## config.mk

```make
export PLATFORM = sky130hd
export DESIGN_NAME = line_buffer_block_reader
export DESIGN_NICKNAME = d
export VERILOG_FILES = /design/src/rtl/jenc_pkg.sv /design/src/rtl/jenc_skid_fifo2.sv /design/src/rtl/line_buffer_block_reader.sv
export SDC_FILE = /design/constraint.sdc
export NUM_CORES = 1
export LEC_CHECK = 0
export CORE_MARGIN = 2
export CORE_UTILIZATION = 55
export CTS_CLUSTER_DIAMETER = 120
export DETAILED_ROUTE_END_ITERATION = 16
export PLACE_DENSITY_LB_ADDON = 0.08
export REMOVE_ABC_BUFFERS = 1
export SLEW_MARGIN = 20
export SYNTH_ARGS = -nofsm -noshare
export SYNTH_HDL_FRONTEND = slang
export SYNTH_SLANG_ARGS = --single-unit
```

## constraint.sdc

```tcl
create_clock -name clk -period 4.75 [get_ports clk]
set_input_delay 0.475 -clock clk [delete_from_list [all_inputs] [get_ports clk]]
set_output_delay 0.475 -clock clk [all_outputs]
set_load 0.03 [all_outputs]
```

## src/rtl/jenc_pkg.sv

```systemverilog
// Shared definitions for the JPEG encoder front end.
//   MAX_WIDTH  : widest stripe in pixels (multiple of 8)
//   LB_DEPTH   : line-buffer depth in 64-bit words (8 rows x MAX_WIDTH/8)
//   LB_ADDR_W  : line-buffer word address width
//   LB_DATA_W  : line-buffer word width (8 pixels x 8 bits)
//   rd_state_e : block reader FSM states
//   beat_t     : one block-row beat with its position tags (67 bits)
package jenc_pkg;

    localparam int MAX_WIDTH = 1440;
    localparam int LB_DEPTH  = 1440;
    localparam int LB_ADDR_W = $clog2(LB_DEPTH);
    localparam int LB_DATA_W = 64;

    typedef enum logic [1:0] {
        S_IDLE,
        S_READ,
        S_DRAIN,
        S_DONE
    } rd_state_e;

    typedef struct packed {
        logic [LB_DATA_W-1:0] data;  // byte 0 = leftmost pixel
        logic                 sob;   // row 0 of a block
        logic                 eob;   // row 7 of a block
        logic                 last;  // row 7 of the last block of the stripe
    } beat_t;

endpackage

```

## src/rtl/jenc_skid_fifo2.sv

```systemverilog
// Two-entry valid/ready FIFO carrying block-row beats.
//   clk, resetn : clock, asynchronous active-low reset
//   in_valid    : push in_beat this cycle (caller guarantees space)
//   in_beat     : beat to store
//   out_valid   : head entry present
//   out_ready   : consumer takes the head this cycle
//   out_beat    : head entry, held stable until taken
//   count       : occupancy 0..2
// A push and a pop in the same cycle are allowed even when full.
module jenc_skid_fifo2
    import jenc_pkg::*;
(
    input  logic       clk,
    input  logic       resetn,
    input  logic       in_valid,
    input  beat_t      in_beat,
    output logic       out_valid,
    input  logic       out_ready,
    output beat_t      out_beat,
    output logic [1:0] count
);

    beat_t mem [2];
    logic  wr_ptr;
    logic  rd_ptr;
    logic  pop;

    assign out_valid = (count != 2'd0);
    assign pop       = out_valid & out_ready;
    assign out_beat  = mem[rd_ptr];

    always_ff @(posedge clk or negedge resetn) begin
        if (!resetn) begin
            // NOTE: this storage is reset on purpose -- the head entry drives
            // blk_data_o directly, which must read zero out of reset. Larger
            // memories would normally be left unreset.
            for (int i = 0; i < 2; i++) begin
                mem[i] <= '0;
            end
            wr_ptr <= 1'b0;
            rd_ptr <= 1'b0;
            count  <= 2'd0;
        end else begin
            if (in_valid) begin
                mem[wr_ptr] <= in_beat;
                wr_ptr      <= ~wr_ptr;
            end
            if (pop) begin
                rd_ptr <= ~rd_ptr;
            end
            count <= count + {1'b0, in_valid} - {1'b0, pop};
        end
    end

endmodule

```

## src/rtl/line_buffer_block_reader.sv

```systemverilog
// Reads an 8-row stripe out of the line buffer in 8x8 block order and
// streams one 64-bit block row per beat towards the DCT.
//   clk, resetn     : clock, asynchronous active-low reset
//   stripe_valid_i  : writer has filled the 8 rows of a stripe (level)
//   width_i         : stripe width in pixels, sampled on acceptance
//   stripe_done_o   : one-cycle pulse, buffer may be rewritten
//   rd_en_o/rd_addr_o/rd_data_i : line-buffer read port, 1-cycle latency
//   blk_valid_o/blk_ready_i     : output handshake
//   blk_data_o      : one block row, byte 0 = leftmost pixel
//   blk_sob_o/blk_eob_o/blk_last_o : row 0 / row 7 / final row of stripe
// Buffer word address = row*WPL + bx with WPL = width/8.
module line_buffer_block_reader
    import jenc_pkg::*;
#(
    parameter int MAX_WIDTH = jenc_pkg::MAX_WIDTH,
    parameter int ADDR_W    = jenc_pkg::LB_ADDR_W
) (
    input  logic                 clk,
    input  logic                 resetn,
    input  logic                 stripe_valid_i,
    input  logic [10:0]          width_i,
    output logic                 stripe_done_o,
    output logic                 rd_en_o,
    output logic [ADDR_W-1:0]    rd_addr_o,
    input  logic [LB_DATA_W-1:0] rd_data_i,
    output logic                 blk_valid_o,
    input  logic                 blk_ready_i,
    output logic [LB_DATA_W-1:0] blk_data_o,
    output logic                 blk_sob_o,
    output logic                 blk_eob_o,
    output logic                 blk_last_o
);

    localparam int WPL_W = $clog2(MAX_WIDTH / 8);

    rd_state_e          state;
    logic [WPL_W-1:0]   wpl;       // words per line of the accepted stripe
    logic [WPL_W-1:0]   bx;        // current block column
    logic [2:0]         row;       // current row inside the block
    logic [ADDR_W-1:0]  addr;      // row*wpl + bx, built by accumulation
    logic               inflight;  // a read was issued last cycle
    logic               tag_sob;
    logic               tag_eob;
    logic               tag_last;

    logic               accept;
    logic               issue;
    logic               pop;
    logic               last_read;
    logic [2:0]         credit;
    logic [1:0]         fifo_count;
    beat_t              push_beat;
    beat_t              head;

    // NOTE: every signal assigned here gets a value on every path, so no
    // latch can be inferred.
    always_comb begin
        pop       = blk_valid_o & blk_ready_i;
        accept    = ((state == S_IDLE) || (state == S_DONE)) && stripe_valid_i;
        last_read = (row == 3'd7) && (bx == wpl - WPL_W'(1));
        // Entries that will still be held after this cycle's pop, counting the
        // read whose data lands this cycle. Crediting the pop is what allows
        // one beat per cycle through a 2-entry FIFO with a 1-cycle RAM.
        credit    = {1'b0, fifo_count} + {2'b0, inflight} - {2'b0, pop};
        issue     = (state == S_READ) && (fifo_count != 2'd2) && (credit < 3'd2);
    end

    assign rd_en_o   = issue;
    assign rd_addr_o = addr;

    always_ff @(posedge clk or negedge resetn) begin
        if (!resetn) begin
            state         <= S_IDLE;
            wpl           <= '0;
            bx            <= '0;
            row           <= 3'd0;
            addr          <= '0;
            inflight      <= 1'b0;
            tag_sob       <= 1'b0;
            tag_eob       <= 1'b0;
            tag_last      <= 1'b0;
            stripe_done_o <= 1'b0;
        end else begin
            // NOTE: state updates use non-blocking assignments so every
            // right-hand side sees the pre-edge values, as the flops do.
            inflight      <= issue;
            stripe_done_o <= 1'b0;
            if (issue) begin
                tag_sob  <= (row == 3'd0);
                tag_eob  <= (row == 3'd7);
                tag_last <= last_read;
            end

            if (accept) begin
                // DONE accepts as well, so a held stripe_valid_i restarts
                // without an IDLE bubble.
                wpl   <= WPL_W'(width_i >> 3);
                bx    <= '0;
                row   <= 3'd0;
                addr  <= '0;
                state <= S_READ;
            end else begin
                case (state)
                    S_IDLE: begin
                    end
                    S_READ: begin
                        if (issue) begin
                            if (row == 3'd7) begin
                                row  <= 3'd0;
                                bx   <= bx + WPL_W'(1);
                                addr <= ADDR_W'(bx) + ADDR_W'(1);
                                if (last_read) begin
                                    state <= S_DRAIN;
                                end
                            end else begin
                                row  <= row + 3'd1;
                                addr <= addr + ADDR_W'(wpl);
                            end
                        end
                    end
                    S_DRAIN: begin
                        if ((fifo_count == 2'd0) && !inflight) begin
                            state         <= S_DONE;
                            stripe_done_o <= 1'b1;
                        end
                    end
                    S_DONE: begin
                        state <= S_IDLE;
                    end
                    default: begin
                        state <= S_IDLE;
                    end
                endcase
            end
        end
    end

    // Read data arrives one cycle after rd_en_o; its tags travel alongside.
    always_comb begin
        push_beat      = '0;
        push_beat.data = rd_data_i;
        push_beat.sob  = tag_sob;
        push_beat.eob  = tag_eob;
        push_beat.last = tag_last;
    end

    jenc_skid_fifo2 u_fifo (
        .clk       (clk),
        .resetn    (resetn),
        .in_valid  (inflight),
        .in_beat   (push_beat),
        .out_valid (blk_valid_o),
        .out_ready (blk_ready_i),
        .out_beat  (head),
        .count     (fifo_count)
    );

    assign blk_data_o = head.data;
    assign blk_sob_o  = head.sob;
    assign blk_eob_o  = head.eob;
    assign blk_last_o = head.last;

endmodule
```

==> results.tsv, run 1 <==
stage	metric	value	unit
min_path	Hold WC Path Type	in -> async	
placed_design	port buffer count	156	
synthesis	cells after synthesis	651	
synthesis	most common library cells after synthesis	201 x mux2_2, 175 x dfrtp_1, 48 x nand2_1, 30 x clkbuf_1, 22 x o21ai_0	
layout	share of layout cells above drive strength 1	30.4	%
floorplanning	Die Span Y	127	um
clock_tree	CTS Sinks	175	
power_and_ir_drop	Internal	5020	uW
clock_tree	Post-CTS Setup Bufs	0	
synthesis	register area share after synthesis	52.7	%
routing	vias per inst	5.58	
critical_path	critical path type	reg -> out	
critical_path	delay-heaviest family, CP	adder cells	
sta	# setup viols final	0	
routing	via count	5565	
floorplanning	Core Region	0.0146	mm^2
synthesis	most frequent cell after synthesis	mux2_2	
global_routing	first-pass GRT wire length	30700	um
sta	Pins Over Slew Limit	0	
synthesis	number of synthesized flops with an enable pin	0	
outcome	status	finished clean	
clock_tree	H-tree levels	4	
routing	Total Routed Length	18400	um
clock_tree	root buffer cell	clkbuf_16	
power_and_ir_drop	pwr/cell area	767	mW/mm^2
power_and_ir_drop	Sw Pwr	3130	uW
clock_tree	Clock Tree Buf Depth	2	
critical_path	crit path cell chain	inv_1 -> nand2_1 -> and2_1 -> ha_1 -> inv_1 -> ha_1 -> fa_1 -> nor2b_1 -> o21ai_1 -> inv_1 -> clkdlybuf4s50_1	
clock_tree	TritonCTS Buffers	17	
sta	Setup TNS	0	ns
global_routing	largest net degree at the start of global routing	109	
floorplanning	die width	127	um
synthesis	most area-consuming cells after synthesis	dfrtp_1 53%, mux2_2 27%, ha_1 2.9%	
placed_design	GP Congestion	0.839	
sta	Rel. slew slack	33.4	%
global_routing	GRT Util Overall	24.0	%
synthesis	post-synth cell types	54	
power_and_ir_drop	Net Sw Frac	38.4	%
sta	Max Freq	0.269	GHz
clock_tree	Worst-path clk slew	0.06	ns
layout	Area Growth Syn to Fin	27.8	%
routing	DRC	0	
routing	DRT Pass-1 Iters	5	
synthesis	#FFs+latches synth	175	
critical_path	CP Capture Type	output port	
synthesis	Synth Flop Type	dfrtp_1	
clock_tree	TritonCTS clock tree	done	
critical_path	critical path required time	4.28	ns
layout	fillers	996	
critical_path	Crit path largest cell delay	0.67	ns
power_and_ir_drop	combinational share of power	51.1	%
sta	fin crit period	3.72	ns
synthesis	post-synthesis area per instance	12.8	um^2
global_routing	number of global-route vias before repair	6025	
placed_design	worst slack at placement	1.11	ns
floorplanning	die area	0.0161	mm^2
sta	Final Hold Fails	0	
critical_path	Reg2Reg Setup Slack	1.34	ns
global_routing	initial antenna violation count	1	
power_and_ir_drop	P_leak	0.00460	uW
layout	Diodes inserted	0	
critical_path	Crit path top cell by count	inv_1	
synthesis	Yosys Warn Count	0	
critical_path	CP startpoint kind	flop	
sta	Clock Skew	0.00814	ns
clock_tree	insertion delay to the later sink of the worst-skew pair	0.41	ns
critical_path	Slowest-stage cell, CP	clkdlybuf4s50_1	
power_and_ir_drop	Power, Total	8150	uW
placed_design	DP HPWL	12500	um
global_routing	grt total ovfl	0	
sta	hold_ws	0.184	ns
floorplanning	num rows	44	
floorplanning	effective utilization at floorplan	56.8	%
floorplanning	num ports	160	
clock_tree	CTS resizes	0	
sta	Final WS setup	1.03	ns
synthesis	Post-Syn Area	0.00832	mm^2
synthesis	area leader, netlist	dfrtp_1	
sta	RSZ-0062 raised after global routing	no	
layout	Post-layout nets	901	
synthesis	Yosys top cell area share	52.7	%
critical_path	crit-path max FO	4	
power_and_ir_drop	Peak VDD IR	0.000489	V
routing	drt initial violations	287	
clock_tree	hold bufs inserted after CTS	0	
power_and_ir_drop	sequential share of power	32.3	%
power_and_ir_drop	Clock Power Share	16.6	%
critical_path	WP buf/inv	4	
sta	Worst Tran Pin Value	0.999	ns
sta	final period utilization	78.3	%
critical_path	arrival time of the worst setup path	3.25	ns
synthesis	Async SR Flop Fraction	100	%
routing	WL/cell	18.4	um
run	max-cap viol count	0	
routing	Routed Antenna Nets	0	
-- power groups by stage --
stage	clock network [uW]	logic, uW	registers [uW]
after CTS	1370	4200	2630
after detailed placement	0	4180	2650
after floorplan	0	2800	2580
after global placement	0	4060	2580
final	1350	4170	2630
after global routing	1440	4440	2720
-- cells in the final DEF, fill, tap and decap left out, types with 3 or more instances in the layout --
master,count
xor2_1,9
a21oi_1,16
and2_1,5
xnor2_1,10
a211oi_1,4
o21ai_0,22
and3_1,5
clkdlybuf4s50_1,155
inv_1,17
clkinv_2,4
nand3_1,10
nor3_1,7
nor2_1,18
buf_4,7
o211ai_1,5
dfrtp_1,174
ha_1,19
mux2i_1,3
nand2_1,47
clkbuf_16,17
mux2_2,201
-- sequential cells by signal, indices dropped and copies added, names as in the netlist --
signal and cells:
bx 8, row 3, tag_eob 1, stripe_done_o 1, u_fifo.rd_ptr 1, u_fifo.wr_ptr 1
u_fifo.count 2, inflight 1, state 2, tag_last 1, u_fifo.mem 134, rd_addr_o 11
wpl 8, tag_sob 1
-- per-layer routing --
| metal | vias to the layer above | share of wire [%] | track usage (%) |
|---|---|---|---|
| met4 | 2 | 1.4 | 6.53 |
| li1 | 2615 | - | - |
| met5 | - | 0.071 | 0 |
| met2 | 114 | 52 | 41.7 |
| met3 | 21 | 3.8 | 5.11 |
| met1 | 2813 | 43 | 30.6 |
-- path summary, 6_finish.rpt --
path                                 startpoint  depth (start not counted)             end
worst max-delay path            u_fifo.count[1]                         11         rd_en_o
worst min-delay path                     resetn                          1  u_fifo.mem[44]
min in group clk                       tag_last                          2        tag_last
max in group asynchronous                resetn                          2    rd_addr_o[7]
worst min register to register         tag_last                          2        tag_last
worst max register to register  u_fifo.count[1]                         14        state[0]
-- through the flow --
step / util, % / cells / instance area, um^2
3_3_place_gp: 68.7 / 966 / 10100
6_report: 72.6 / 997 / 10600
2_1_floorplan: - / 619 / 8200
5_1_grt: 72.6 / 997 / 10600
4_1_cts: 72.6 / 997 / 10600
3_5_place_dp: 68.7 / 966 / 10100
-- cell families (layout without fill, tap and decap cells) --
family                   count (synthesis)  after routing  share of synthesized area [%]
AO/OA/AOI/OAI                           72             72                           5.87
XOR/XNOR                                19             19                           2.00
adder cells (fa/ha/maj)                 22             22                           3.46
buffers and inverters                   49            211                           2.23
flip-flops                             175            175                           52.7
multiplexers                           204            204                           27.6
AND/OR/NAND/NOR                        110            110                           6.21
-- area by class of cell --
class	count	area [um^2]	share of cell area (%)
Sequential cell	175	4380	41.2
Multi-Input combinational cell	427	3770	35.4
Timing Repair Buffer	163	1620	15.2
Clock buffer	21	460	4.33
Tap cell	184	230	2.17
Clock inverter	10	113	1.06
Inverter	17	63.8	0.600
No activity file was read; power rests on OpenSTA's default activity.
==> run 2, diff against run 1 <==
--- a/config.mk
+++ b/config.mk
@@ -6,7 +6,7 @@
 export NUM_CORES = 1
 export LEC_CHECK = 0
 export CORE_MARGIN = 2
-export CORE_UTILIZATION = 55
+export CORE_UTILIZATION = 47
 export CTS_CLUSTER_DIAMETER = 120
 export DETAILED_ROUTE_END_ITERATION = 16
 export PLACE_DENSITY_LB_ADDON = 0.08
==> constraint.sdc (replaced) <==
create_clock -name clk -period 3.3 [get_ports clk]
set_input_delay 0.33 -clock clk [delete_from_list [all_inputs] [get_ports clk]]
set_output_delay 0.33 -clock clk [all_outputs]
set_load 0.03 [all_outputs]
==> results.tsv, run 2 (synthesized netlist as in run 1, its figures left out) <==
stage	metric	value	unit	change
routing	DRC	0		unchanged
routing	drt initial violations	269		-6.3%
critical_path	Slowest-stage cell, CP	fa_1		
sta	Worst Tran Pin Value	1.02	ns	+0.0236 ns
layout	most frequent cells in the layout	201 x mux2_2, 174 x dfrtp_1, 154 x clkdlybuf4s50_1		
critical_path	crit path cell chain	inv_1 -> nand2_1 -> and2_1 -> ha_1 -> inv_1 -> ha_1 -> fa_1 -> nor2b_1 -> o21ai_2 -> buf_4 -> nor2_2 -> o2111ai_2 -> a211o_1 -> a21oi_1		
critical_path	reg2reg start	u_fifo.count[1]		
critical_path	FF-to-FF path depth	14		unchanged
clock_tree	TritonCTS Buffers	17		unchanged
min_path	Hold WC Path Type	in -> reg		
run	max-cap viol count	0		unchanged
critical_path	CP Capture Type	flop		
power_and_ir_drop	Sw Pwr	4580	uW	+46%
power_and_ir_drop	Peak VDD IR	0.000525	V	+7.3%
critical_path	critical path required time	3.64	ns	-0.64 ns
power_and_ir_drop	pwr/cell area	1090	mW/mm^2	+42%
sta	fin crit period	3.06	ns	
sta	RSZ-0062 raised after global routing	no		
routing	Total Routed Length	18700	um	+1.8%
critical_path	CP startpoint kind	flop		
min_path	Hold Startpoint	width_i[7]		
layout	most common cell after layout, fill and taps aside	mux2_2		
sta	# setup viols final	0		unchanged
sta	Clock Skew	0.00700	ns	-0.00114 ns
floorplanning	die width	137	um	+7.9%
sta	Setup TNS	0	ns	unchanged
floorplanning	num rows	48		+9.1%
sta	Final Hold Fails	0		unchanged
critical_path	critical path type	reg -> reg		
power_and_ir_drop	Net Sw Frac	38.9	%	+0.50 points
layout	Largest register FFs	134		unchanged
outcome	status	finished clean		
placed_design	DP HPWL	12900	um	+2.9%
sta	final period utilization	92.8	%	
critical_path	CP Launch Point	u_fifo.count[1]		
global_routing	initial antenna violation count	0		-1
power_and_ir_drop	Internal	7190	uW	+43%
critical_path	Crit path largest cell delay	0.46	ns	-0.21 ns
floorplanning	effective utilization at floorplan	48.1	%	-8.7 points
placed_design	port buffer count	156		unchanged
global_routing	grt total ovfl	0		unchanged
sta	hold_ws	0.436	ns	+0.252 ns
clock_tree	CTS Sinks	175		unchanged
clock_tree	root buffer cell	clkbuf_16		
critical_path	crit-path max FO	5		+1
layout	Area Growth Syn to Fin	29.7	%	
routing	Routed Antenna Nets	0		unchanged
global_routing	GRT Util Overall	20.6	%	-3.3 points
clock_tree	Worst-path clk slew	0.07	ns	about the same
critical_path	arrival time of the worst setup path	3.41	ns	+0.16 ns
min_path	Hold Crit Depth	3		
power_and_ir_drop	combinational share of power	52.1	%	+1.0 points
clock_tree	insertion delay to the later sink of the worst-skew pair	0.42	ns	about the same
layout	Top reg by flops	u_fifo.mem		
placed_design	GP Congestion	0.912		+8.7%
floorplanning	Core Region	0.0173	mm^2	+18%
sta	Rel. slew slack	31.8	%	-1.6 points
layout	Diodes inserted	0		unchanged
routing	vias per inst	5.38		-3.6%
floorplanning	num ports	160		unchanged
sta	Max Freq	0.326	GHz	
power_and_ir_drop	sequential share of power	31.4	%	-0.9 points
global_routing	first-pass GRT wire length	30200	um	-1.6%
power_and_ir_drop	P_leak	0.00464	uW	+0.96%
layout	Post-layout nets	909		+0.89%
sta	Pins Over Slew Limit	0		unchanged
global_routing	number of global-route vias before repair	6023		-0.033%
clock_tree	Clock Tree Buf Depth	2		unchanged
power_and_ir_drop	Clock Power Share	16.5	%	about the same
floorplanning	Die Span Y	137	um	+7.9%
global_routing	largest net degree at the start of global routing	77		-29%
clock_tree	H-tree levels	4		unchanged
routing	WL/cell	17.8	um	-3.1%
clock_tree	TritonCTS clock tree	done		
floorplanning	die area	0.0188	mm^2	+16%
routing	DRT Pass-1 Iters	4		-1
layout	share of layout cells above drive strength 1	31.9	%	+1.5 points
routing	via count	5635		+1.3%
run 2: routing by layer:
layer | vias to the layer above | GRT usage [%] | part of all wire [%]
met5 | - | 0 | 0
met4 | 0 | 6.36 | 1.7
met3 | 23 | 4.44 | 4.4
met2 | 124 | 35.8 | 52
met1 | 2848 | 25.7 | 42
li1 | 2640 | - | -
run 2: final timing paths:
| kind | slack, ns | to |
|---|---|---|
| min reg2reg | 0.49 | tag_sob |
| max | 0.24 | state[0] |
| min in group asynchronous | 0.45 | u_fifo.mem[86] |
| max reg2reg | 0.24 | state[0] |
| max in group asynchronous | 1.96 | u_fifo.mem[84] |
| min | 0.44 | wpl[4] |
run 2: final cells by class:
| cell class | instances | area [um^2] |
|---|---|---|
| Timing Repair Buffer | 171 | 1710 |
| Tap cell | 225 | 282 |
| Fill cell | 1331 | 6510 |
| Multi-Input combinational cell | 427 | 3780 |
| Sequential cell | 175 | 4380 |
| Clock buffer | 18 | 439 |
| Inverter | 17 | 63.8 |
| Clock inverter | 14 | 134 |
run 2: timing repair:
action,CTS,global route
endpoints found under the setup margin,1,6
setup buffers,0,1
hold buffers,1,0
pin swaps,0,1
resized for setup,2,5
endpoints found under the hold margin,66,0
run 2: power by group through the flow:
stage	sequential (uW)	combinational, uW	clock, uW
finish	3690	6130	1940
global route	3820	6540	2090
CTS	3700	6190	1990
detailed placement	3730	6160	0
global placement	3640	6010	0
floorplan	3710	4030	0
run 2: per-stage QoR:
stage                     instances  utilization [%]  power (uW)  cell area (um^2)  worst slack [ns]
after CTS                      1046             62.3       11900             10800            0.0157
after global routing           1047             62.4       12500             10800            0.0144
after floorplan                 619                -        7740              8200            -0.696
after detailed placement       1013             58.9        9890             10200            0.0215
final                          1047             62.4       11800             10800             0.237
after global placement         1013             58.9        9650             10200            0.0874
run 2: critical path, delay by kind of cell, from the launching register on:
kind	cells	cell delay (ns)
compound gates	4	0.81
fa+ha+maj	3	0.91
buf+inv	3	0.30
flops	1	0.40
simple gates	4	0.57
==> run 3, diff against run 2 <==
--- a/config.mk
+++ b/config.mk
@@ -11,6 +11,7 @@
 export DETAILED_ROUTE_END_ITERATION = 16
 export PLACE_DENSITY_LB_ADDON = 0.08
 export REMOVE_ABC_BUFFERS = 1
+export SKIP_LAST_GASP = 1
 export SLEW_MARGIN = 20
 export SYNTH_ARGS = -nofsm -noshare
 export SYNTH_HDL_FRONTEND = slang
==> results of run 3 <==
The final DEF is identical to that of run 2; final timing and power are the same.
